### config.mk
export PLATFORM = sky130hd
export DESIGN_NAME = mmbmp_fetch
export DESIGN_NICKNAME = d
export VERILOG_FILES = /design/src/rtl/mmbmp_fetch.sv
export SDC_FILE = /design/constraint.sdc
export NUM_CORES = 1
export LEC_CHECK = 0
export BUFFER_PORTS_ARGS = -buffer_cell sky130_fd_sc_hd__buf_4
export CAP_MARGIN = 10
export CORE_MARGIN = 8
export CORE_UTILIZATION = 45
export CTS_BUF_LIST = sky130_fd_sc_hd__clkbuf_8
export CTS_CLUSTER_SIZE = 25
export DETAILED_ROUTE_END_ITERATION = 10
export PLACE_DENSITY = 0.7
export SKIP_CTS_REPAIR_TIMING = 1
export SLEW_MARGIN = 20
export SYNTH_ARGS = -nofsm -noshare
export SYNTH_HDL_FRONTEND = slang
export SYNTH_SLANG_ARGS = --single-unit
### constraint.sdc
create_clock -name clk -period 12.73 [get_ports clk]
set_input_delay 0.6365 -clock clk [delete_from_list [all_inputs] [get_ports clk]]
set_output_delay 0.6365 -clock clk [all_outputs]
set_load 0.03 [all_outputs]
### src/rtl/mmbmp_fetch.sv
// Bitmap scan-out fetch: raster position -> screen-RAM read address -> 4-bit pixel stream.
// Latency: inputs sampled at edge k give scr_addr/scr_rd after edge k and m_pixel/pixel_valid after edge k+1.
// Backpressure: none; the pipeline advances every pixel clock and the RAM must answer in one cycle.
module mmbmp_fetch #(
    parameter int ADDR_W       = 16,
    parameter int H_SCALE_LOG2 = 1,
    parameter int V_SCALE_LOG2 = 1,
    parameter int STRIDE_LOG2  = 6
) (
    input  logic              clk,
    input  logic              rst_n,
    input  logic [9:0]        posx,
    input  logic [8:0]        posy,
    input  logic              de,
    input  logic              frame_start,
    input  logic [1:0]        mode_in,
    input  logic [ADDR_W-1:0] base_in,
    input  logic [7:0]        val,
    output logic [ADDR_W-1:0] scr_addr,
    output logic              scr_rd,
    output logic [3:0]        m_pixel,
    output logic              pixel_valid
);

    // Per-pixel side information carried from the address stage to the output stage.
    typedef struct packed {
        logic       de;
        logic [2:0] idx;
        logic [1:0] mode;
    } pipe_t;

    logic [1:0]        mode_q;
    logic [ADDR_W-1:0] base_q;
    logic [7:0]        byte_latch;
    // Set while scr_addr names a byte that has been (or is being) fetched this run of de.
    logic              latch_vld;
    pipe_t             pipe_q;

    logic [9:0]        col;
    logic [8:0]        row;
    logic [9:0]        byte_off;
    logic [ADDR_W-1:0] addr;
    logic [2:0]        idx;
    logic              rd_nxt;

    logic [7:0]        src_byte;
    logic [1:0]        field2;
    logic [3:0]        pix_nxt;

    // Stage 0: scaled raster position to byte address, pixel index and fetch decision.
    always_comb begin
        col      = posx >> H_SCALE_LOG2;
        row      = posy >> V_SCALE_LOG2;
        byte_off = col >> (2'd3 - mode_q);
        addr     = base_q + (ADDR_W'(row) << (STRIDE_LOG2 + int'(mode_q))) + ADDR_W'(byte_off);
        case (mode_q)
            2'd0:    idx = col[2:0];
            2'd1:    idx = {1'b0, col[1:0]};
            2'd2:    idx = {2'b00, col[0]};
            default: idx = 3'd0;
        endcase
        rd_nxt = de && (!latch_vld || (addr != scr_addr));
    end

    // Frame shadows: mode and base only change on a frame_start edge so a frame is self-consistent.
    always_ff @(posedge clk or negedge rst_n) begin
        if (!rst_n) begin
            mode_q <= 2'd0;
            base_q <= '0;
        end else if (frame_start) begin
            mode_q <= mode_in;
            base_q <= base_in;
        end
    end

    // Stage 0 registers: RAM address/strobe plus the side information for the output stage.
    always_ff @(posedge clk or negedge rst_n) begin
        if (!rst_n) begin
            scr_addr  <= '0;
            scr_rd    <= 1'b0;
            latch_vld <= 1'b0;
            pipe_q    <= '0;
        end else begin
            scr_rd    <= rd_nxt;
            latch_vld <= de;
            if (de) begin
                scr_addr <= addr;
            end
            pipe_q.de   <= de;
            pipe_q.idx  <= idx;
            pipe_q.mode <= mode_q;
        end
    end

    // Stage 1: pick fresh RAM data when a read was issued, otherwise reuse the held byte, then expand.
    always_comb begin
        src_byte = scr_rd ? val : byte_latch;
        field2   = src_byte[{pipe_q.idx[1:0], 1'b0} +: 2];
        pix_nxt  = 4'd0;
        case (pipe_q.mode)
            2'd0:    pix_nxt = {4{src_byte[pipe_q.idx]}};
            2'd1:    pix_nxt = {field2, field2};
            2'd2:    pix_nxt = src_byte[{pipe_q.idx[0], 2'b00} +: 4];
            default: pix_nxt = src_byte[7:4];
        endcase
    end

    // Stage 1 registers: byte latch for redundant-read suppression and the pixel output.
    always_ff @(posedge clk or negedge rst_n) begin
        if (!rst_n) begin
            byte_latch  <= 8'd0;
            m_pixel     <= 4'd0;
            pixel_valid <= 1'b0;
        end else begin
            if (scr_rd) begin
                byte_latch <= val;
            end
            m_pixel     <= pipe_q.de ? pix_nxt : 4'd0;
            pixel_valid <= pipe_q.de;
        end
    end

endmodule

==> out/metrics.cfg, run 1 <==
[detailed_routing]
vias = 3089
drc = 0
wl_mm = 9.17
wl_per_cell_um = 16.6
drt_pass1_iterations = 4
routed_via_density = 5.61
drtIter0Drc = 94
ant_nets = 0

[status]
outcome = finished, final reports clean

[setup_path]
crit_chain = mux4_1, fa_1, ha_1, fa_1, a21o_1, a221oi_2, or2_2, o221ai_1, or4_1, a2111oi_2, a21oi_1
worst_setup_path_start_kind = flop
slowest_stage = dfrtp_1
crit_type = reg2reg
ff2ff_setup_slack_ns = 7.74
endpoint = scr_rd
worstPathRequired_ns = 12.92
worstPathArrival_ns = 5.18
path_delay_family = compound AO/OA/AOI/OAI gates
r2r_end = scr_rd
cpMostUsedCell = fa_1
cp_slowest_stage_delay_ns = 0.99
end_kind = flop
cp.depth = 11
startpoint = mode_q[0]
r2r_cells = 11
r2r_start = mode_q[0]
cp_num_buf_inv = 0
worstPathMaxFanout = 28

[logic_synthesis]
yosysSeqAreaShare_pct = 33.3
syn_area_sq_mm = 0.00405
ys_ff_latch = 54
synth_top_flop_cell = dfrtp_1
synth_cell_type_count = 62
synth_edf_count = 0
synthArstFlopShare_pct = 100
syn_inst = 383
yosysWarnings = 0
syn_avg_cell_area_sq_um = 10.6

[pwr]
seqPwrFrac_pct = 30.8
powerDensity_mw_per_mm2 = 175
p_int_uw = 464
leakage_uw = 0.00211
p_sw_uw = 358
clkPwrFrac_pct = 12.5
power.total_uw = 823
combPwrFrac_pct = 56.7
ir_worst_vdd_mv = 0.123
sw_frac_of_total_pct = 43.5

[sta]
final_hold_viol_count = 0
fmax_mhz = 200
slew_viol_final = 0
clock_skew_ns = 0.00654
tns_ns = 0
period_needed_ns = 4.99
fin_crit_sh_pct = 39.2
setup_violations = 0
timing.hold.ws_ns = 0.351
relSlewSlack_pct = 36.3
max_slew.worst_pin.slew_ns = 0.956
setup_ws_ns = 7.74
rsz0062_at_grt = false

[cells_and_area]
layout_commonest_cell = buf_4
layout_common_cells = buf_4 (68), dfrtp_1 (54), mux2_2 (32), nor2_1 (21), ha_1 (20)
diodes = 0
syn_to_final_growth_pct = 16.3
fin_nets = 521
drive_gt1_share_pct = 27.1

[place]
routabilityCongestion = 0.839
hpwl_mm = 7.23
port_buffers = 68
pre_cts_ws_ns = 7.73

[floorplan]
die_area_sq_mm = 0.0123
start_util_pct = 46.5
row_count = 34
ios = 71
die_x_um = 111
core_area_sq_mm = 0.00872
dieHeight_um = 111

[clock_tree]
clk_pin_slew_worst_paths_ns = 0.11
htreeDepth = 2
cts_tree = yes
cts_buffers = 5
cts_sinks = 54
clock_path_buffers = 2
insertion_delay_ns = 0.32
cts_root_buf = clkbuf_8

[grt]
grt_pass1_vias = 3230
antenna_found_initial = 0
grt_pass1_wl_mm = 15.7
grt_usage_pct = 15.1
grt_max_degree = 55
grt_overflow_total = 0

[min_path]
hp-class = in2async

[run]
cap_violations = 0

-- sequential cells by signal (all words and copies together), names as in the netlist --
name	count
base_q	16
byte_latch	8
m_pixel	4
mode_q	2
pipe_q	6
pixel_valid	1
scr_addr	16
scr_rd	1
-- cell type report --
| cell class | instances | area [sq um] |
|---|---|---|
| tap | 108 | 135 |
| clock inverter | 3 | 25.0 |
| inverter | 11 | 41.3 |
| sequential | 54 | 1350 |
| multi-input combinational | 302 | 2580 |
| fill | 763 | 4010 |
| clock buffer | 5 | 68.8 |
| timing repair buffer | 68 | 510 |
-- power by group through the flow --
stage | registers, uW | logic, uW | clock network, uW
floorplan | 295 | 305 | 0
finish | 253 | 467 | 103
CTS | 254 | 471 | 106
global route | 261 | 515 | 112
global placement | 254 | 459 | 0
detailed placement | 257 | 469 | 0
-- worst min-delay path by stage --
stage	endpoint	slack, ns	depth (start not counted)
after floorplan	base_q[0]	0.34	0
after global placement	base_q[12]	0.50	1
after detailed placement	base_q[9]	0.51	1
after CTS	base_q[13]	0.39	1
after global routing	scr_addr[3]	0.42	1
final	scr_addr[0]	0.35	1
-- per-stage QoR --
| stage | area [sq um] | std cells | utilization (%) |
|---|---|---|---|
| final | 4710 | 551 | 54.0 |
| after global placement | 4620 | 543 | 53.0 |
| after global routing | 4710 | 551 | 54.0 |
| after detailed placement | 4620 | 543 | 53.0 |
| after CTS | 4710 | 551 | 54.0 |
| after floorplan | 4070 | 388 | - |
-- logic make-up after synthesis --
kind of cell	share of synthesized area, %
buf+inv	3.43
other cells	0.0925
compound gates	15.0
flops	33.3
mux	17.9
fa+ha+maj	11.1
simple gates	13.6
xor+xnor	5.53
-- routing by layer --
metal	part of all wire [%]	GRT usage, %	vias to the layer above	wire length (um)
met3	4.8	3.30	12	440
met2	49	24.8	75	4480
li1	-	-	1529	-
met1	45	19.3	1473	4110
met5	0	0	-	0
met4	1.5	4.41	0	138
-- cell usage after synthesis, drive strengths merged (4+ instances only) --
| master | n | area share [%] |
|---|---|---|
| a211o | 4 | 0.86 |
| a211oi | 4 | 0.74 |
| a21boi | 4 | 0.74 |
| a21o | 6 | 1.1 |
| a21oi | 19 | 2.3 |
| and2 | 5 | 0.77 |
| and4 | 4 | 0.93 |
| buf | 7 | 1.1 |
| clkbuf | 14 | 1.3 |
| dfrtp | 54 | 33 |
| fa | 10 | 4.9 |
| ha | 20 | 6.2 |
| inv | 10 | 0.93 |
| mux2 | 32 | 8.9 |
| mux2i | 17 | 4.2 |
| mux4 | 8 | 4.8 |
| nand2 | 19 | 1.8 |
| nand3 | 4 | 0.49 |
| nand4 | 5 | 0.77 |
| nor2 | 21 | 1.9 |
| nor2b | 9 | 1.4 |
| nor3 | 4 | 0.49 |
| nor3b | 4 | 0.74 |
| o211ai | 8 | 1.5 |
| o21a | 6 | 1.1 |
| o21ai | 15 | 1.9 |
| or4 | 4 | 0.74 |
| xnor2 | 13 | 2.8 |
| xor2 | 10 | 2.2 |
No activity file was read; power rests on OpenSTA's default activity.
==> run 2: changes to the inputs <==
--- a/config.mk
+++ b/config.mk
@@ -12,7 +12,7 @@
 export CTS_BUF_LIST = sky130_fd_sc_hd__clkbuf_8
 export CTS_CLUSTER_SIZE = 25
 export DETAILED_ROUTE_END_ITERATION = 10
-export PLACE_DENSITY = 0.7
+export PLACE_DENSITY = 0.73
 export SKIP_CTS_REPAIR_TIMING = 1
 export SLEW_MARGIN = 20
 export SYNTH_ARGS = -nofsm -noshare
==> constraint.sdc (replaced) <==
create_clock -name clk -period 4.1 [get_ports clk]
set_input_delay 0.205 -clock clk [delete_from_list [all_inputs] [get_ports clk]]
set_output_delay 0.205 -clock clk [all_outputs]
set_load 0.03 [all_outputs]
==> out/metrics.cfg, run 2 (synthesis results as in run 1) <==
[place]
port_buffers = 68  ; unchanged
dp_cells = 563  ; +3.7%
hpwl_mm = 7.58  ; +4.8%
routabilityCongestion = 0.868  ; +3.4%

[cells_and_area]
layout_common_cells = buf_4 (86), dfrtp_1 (54), mux2_2 (32), nor2_1 (21), nand2_1 (19)
finalNonFillerCells = 572  ; +3.8%
fin_nets = 542  ; +4.0%
postLayoutCoreUtil_pct = 56.6  ; +2.5 points
diodes = 0  ; unchanged
reg_top3 = base_q x16, scr_addr x16, byte_latch x8
layout_commonest_cell = buf_4
syn_to_final_growth_pct = 21.7
drive_gt1_share_pct = 33.0  ; +5.9 points

[sta]
period_needed_ns = 3.94  ; -1.06 ns
final_hold_viol_count = 0  ; unchanged
relSlewSlack_pct = 53.8  ; +18 points
fmax_mhz = 254  ; +27%
max_slew.worst_pin.slew_ns = 0.693  ; -0.263 ns
fin_crit_sh_pct = 96.0  ; +57 points
timing.hold.ws_ns = 0.0892  ; -0.262 ns
setup_violations = 0  ; unchanged
clock_skew_ns = 0.0199  ; +0.0134 ns
slew_viol_final = 0  ; unchanged

[clock_tree]
insertion_delay_ns = 0.33  ; about the same
cts_tree = yes
clk_pin_slew_worst_paths_ns = 0.12  ; about the same
htreeDepth = 2  ; unchanged
cts_root_buf = clkbuf_8
cts_sinks = 54  ; unchanged
clock_path_buffers = 2  ; unchanged
cts_buffers = 5  ; unchanged

[run]
cap_violations = 0  ; unchanged

[pwr]
p_int_uw = 1530  ; +230%
combPwrFrac_pct = 59.3  ; +2.6 points
sw_frac_of_total_pct = 43.3  ; -0.22 points
seqPwrFrac_pct = 28.7  ; -2.1 points
ir_worst_vdd_mv = 0.395  ; +220%
power.total_uw = 2710  ; +230%
powerDensity_mw_per_mm2 = 549  ; +210%
clkPwrFrac_pct = 12.0  ; -0.5 points
p_sw_uw = 1170  ; +230%
leakage_uw = 0.00220  ; +4.3%

[floorplan]
die_x_um = 111  ; unchanged
row_count = 34  ; unchanged
start_util_pct = 46.5  ; unchanged
ios = 71  ; unchanged
core_area_sq_mm = 0.00872  ; unchanged
die_area_sq_mm = 0.0123  ; unchanged
dieHeight_um = 111  ; unchanged

[setup_path]
end_kind = flop
r2r_start = mode_q[0]
crit_type = reg2reg
r2r_cells = 11  ; unchanged
worstPathMaxFanout = 3  ; -89%
endpoint = scr_rd
r2r_end = scr_rd
ff2ff_setup_slack_ns = 0.16  ; -7.57 ns
worstPathRequired_ns = 4.30  ; -8.62 ns
worst_setup_path_start_kind = flop
startpoint = mode_q[0]
worstPathArrival_ns = 4.13  ; -1.05 ns

[detailed_routing]
wl_mm = 9.67  ; +5.5%
drt_pass1_iterations = 4  ; unchanged
wl_per_cell_um = 16.9  ; +1.7%
ant_nets = 0  ; unchanged
vias = 3228  ; +4.5%
routed_via_density = 5.64  ; +0.66%
drc = 0  ; unchanged
drtIter0Drc = 82  ; -13%

[status]
outcome = finished, final reports clean

[grt]
grt_pass1_wl_mm = 16.3  ; +3.6%
grt_overflow_total = 0  ; unchanged
grt_usage_pct = 15.6  ; +0.58 points
antenna_found_initial = 0  ; unchanged
grt_pass1_vias = 3460  ; +7.1%
grt_max_degree = 55  ; unchanged

[min_path]
hp-class = in2reg

==> run 2: changes by cell type in the layout (fill, tap and decap cells not counted), moves of 3 or more <==
cell | previous run | this run
buf_4 | 68 | 86
ha_1 | 20 | 17
ha_2 | 0 | 3
mux4_1 | 4 | 1
mux4_2 | 4 | 7
==> run 2: metal layers <==
layer  GRT usage, %  vias up  wire length (um)
li1               -     1573                 -
met1           18.6     1572              4240
met2           27.1       70              4840
met3           3.95       13               452
met4           4.41        0               139
met5              0        -                 0
==> run 2: power by group through the flow <==
stage,logic (uW),registers [uW],clock network [uW]
floorplan,949,916,0
global placement,1510,778,0
detailed placement,1540,786,0
CTS,1550,776,335
global route,1760,800,362
finish,1610,776,325
==> run 2: area by class of cell <==
type,instances,area [sq um]
Fill cell,768,3790
Multi-Input combinational cell,302,2630
Sequential cell,54,1350
Timing Repair Buffer,89,682
Tap cell,108,135
Clock buffer,5,68.8
Inverter,11,41.3
Clock inverter,3,26.3
==> run 2: how the worst min path moves through the flow <==
stage                               end  cells past startpoint        from  slack (ns)
after global routing          base_q[6]                      2  base_in[6]        0.09
after global placement      pixel_valid                      1       rst_n        0.30
after CTS                 byte_latch[6]                      1       rst_n       -0.06
after detailed placement    pixel_valid                      1       rst_n        0.30
after floorplan               base_q[0]                      0       rst_n       -0.09
final                         mode_q[1]                      3  mode_in[1]        0.09
==> run 2: stage by stage <==
step | TNS [ns] | cell area, sq um | worst slack (ns)
floorplan | 0 | 4070 | 0.0736
global placement | 0 | 4770 | 0.0587
detailed placement | -0.00525 | 4770 | -0.00525
CTS | -0.0410 | 4860 | -0.0410
global route | -0.00151 | 4930 | -0.00151
finish | 0 | 4930 | 0.163
==> run 2: critical path, stage by stage (launching register included) <==
cell,delay (ns)
dfrtp_1,0.42
mux4_2,0.54
fa_1,0.52
ha_2,0.19
fa_2,0.45
xor2_1,0.17
a311oi_1,0.20
nand4_1,0.13
a2111o_1,0.38
or4_1,0.50
nor4_1,0.18
a21oi_1,0.10
==> run 3: changes to the inputs <==
--- a/config.mk
+++ b/config.mk
@@ -7,12 +7,14 @@
 export LEC_CHECK = 0
 export BUFFER_PORTS_ARGS = -buffer_cell sky130_fd_sc_hd__buf_4
 export CAP_MARGIN = 10
+export CELL_PAD_IN_SITES_DETAIL_PLACEMENT = 0
+export CELL_PAD_IN_SITES_GLOBAL_PLACEMENT = 1
 export CORE_MARGIN = 8
-export CORE_UTILIZATION = 45
+export CORE_UTILIZATION = 41
 export CTS_BUF_LIST = sky130_fd_sc_hd__clkbuf_8
 export CTS_CLUSTER_SIZE = 25
 export DETAILED_ROUTE_END_ITERATION = 10
-export PLACE_DENSITY = 0.73
+export PLACE_DENSITY = 0.83
 export SKIP_CTS_REPAIR_TIMING = 1
 export SLEW_MARGIN = 20
 export SYNTH_ARGS = -nofsm -noshare
==> out/metrics.cfg, run 3 (synthesis results as in run 1) <==
[detailed_routing]
wl_met2_mm = 5.03  ; +4.0%
vias = 3272  ; +1.4%
met1_length_mm = 4.38  ; +3.4%
drtIter0Drc = 84  ; +2.4%
wl_mm = 9.96  ; +2.9%
wl_per_cell_um = 16.5  ; -2.2%
ant_nets = 0  ; unchanged
routed_via_density = 5.44  ; -3.7%
drc = 0  ; unchanged
top_layer = met4
wl_met3_um = 405  ; -10%
drt_pass1_iterations = 4  ; unchanged

[setup_path]
end_kind = flop
worstPathRequired_ns = 4.30  ; about the same
worstPathMaxFanout = 13  ; +10
worstPathArrival_ns = 4.15  ; +0.02 ns
worst_setup_path_start_kind = flop
crit_type = reg2reg

[sta]
timing.hold.ws_ns = 0.106  ; +0.0170 ns
max_slew.worst_pin.slew_ns = 0.702  ; +0.00947 ns
period_needed_ns = 3.95  ; +0.0182 ns
tns_ns = 0  ; unchanged
final_hold_viol_count = 0  ; unchanged
slew_viol_final = 0  ; unchanged
fmax_mhz = 253  ; -0.46%
clock_skew_ns = 0.00688  ; -0.0131 ns
relSlewSlack_pct = 53.2  ; -0.63 points
fin_crit_sh_pct = 96.5  ; +0.44 points
setup_violations = 0  ; unchanged

[floorplan]
row_count = 36  ; +5.9%
ios = 71  ; unchanged
die_area_sq_mm = 0.0133  ; +8.3%
die_x_um = 115  ; +4.1%
start_util_pct = 41.8  ; -4.6 points
core_area_sq_mm = 0.00968  ; +11%
dieHeight_um = 115  ; +4.1%

[status]
outcome = finished, final reports clean

[min_path]
hp-class = in2reg

[grt]
grt_max_degree = 55  ; unchanged
antenna_found_initial = 0  ; unchanged
grt_pass1_vias = 3247  ; -6.2%
grt_pass1_wl_mm = 15.9  ; -2.3%
grt_overflow_total = 0  ; unchanged
grt_usage_pct = 14.8  ; -0.87 points

[place]
dp_cells = 593  ; +5.3%
placed_area_sq_mm = 0.00484  ; +1.4%
routabilityCongestion = 0.873  ; +0.62%
hpwl_mm = 7.76  ; +2.4%
port_buffers = 68  ; unchanged

[clock_tree]
insertion_delay_ns = 0.31  ; -0.02 ns
clk_pin_slew_worst_paths_ns = 0.11  ; about the same
htreeDepth = 2  ; unchanged
cts_root_buf = clkbuf_8
cts_sinks = 54  ; unchanged
cts_tree = yes
clock_path_buffers = 2  ; unchanged
cts_buffers = 5  ; unchanged

[cells_and_area]
multi_input_area_sq_mm = 0.00268  ; +2.0%
diodes = 0  ; unchanged
layout_commonest_cell = buf_4
drive_gt1_share_pct = 34.5  ; +1.6 points
regArea_sq_mm = 0.00135  ; about the same
final_cell_area_sq_mm = 0.00506  ; +2.7%
fin_nets = 547  ; +0.92%
syn_to_final_growth_pct = 25.0
finalNonFillerCells = 602  ; +5.2%
reg_top3 = base_q x16, scr_addr x16, byte_latch x8
layout_common_cells = buf_4 (91), dfrtp_1 (53), mux2_2 (32), nor2_1 (21), nand2_1 (19)
fillers = 897  ; +17%

[pwr]
ir_worst_vdd_mv = 0.412  ; +4.1%
leakage_uw = 0.00224  ; +1.6%
powerDensity_mw_per_mm2 = 554  ; +0.93%

[run]
cap_violations = 0  ; unchanged

[run 3: worst max-delay path, stage by stage, from the launching register on]
cell and delay [ns]:
dfrtp_1 0.40, buf_6 0.15, buf_12 0.14, mux2_2 0.35
nor2_1 0.09, a21oi_1 0.06, fa_1 0.40, ha_1 0.33
buf_4 0.19, a21oi_1 0.26, nand2_1 0.16, o21ai_2 0.29
a22oi_1 0.13, or4_1 0.59, nor4_4 0.22, a21oi_1 0.09
[run 3: cell type report]
class                   instances  share of cell area (%)
clock buffers                   6                    1.63
clock inverters                 2                   0.321
inverters                      11                   0.815
multi-input cells             302                    52.9
flip-flops and latches         54                    26.7
well taps                     133                    3.29
repair buffers                 94                    14.3
[run 3: routing by layer]
metal	GRT usage [%]	vias up
met1	17.9	1623
li1	-	1581
met5	0	-
met2	26.2	59
met4	3.68	0
met3	2.87	9
[run 3: path summary, 6_finish.rpt]
path	cells after the start	start	end	slack, ns
setup / recovery	15	mode_q[0]	scr_rd	0.15
hold / removal	3	mode_in[1]	mode_q[1]	0.11
setup reg to reg	15	mode_q[0]	scr_rd	0.15
hold reg to reg	1	base_q[11]	base_q[11]	0.53
max in group asynchronous	2	rst_n	mode_q[1]	3.11
min in group asynchronous	2	rst_n	scr_addr[0]	0.48
[run 3: power breakdown]
part	internal, uW	leakage, uW	switching (uW)
Clock	140	0.0000478	192
Sequential	647	0.000639	132
Combinational	802	0.00155	891
[run 3: per-stage QoR]
step / util [%] / setup slack (ns) / total power [uW]
final: 52.3 / 0.145 / 2800
after global routing: 52.3 / -0.0405 / 3010
after CTS: 51.0 / -0.0599 / 2700
after detailed placement: 50.0 / -0.0273 / 2360
after global placement: 50.0 / 0.0203 / 2320
after floorplan: - / 0.0736 / 1860
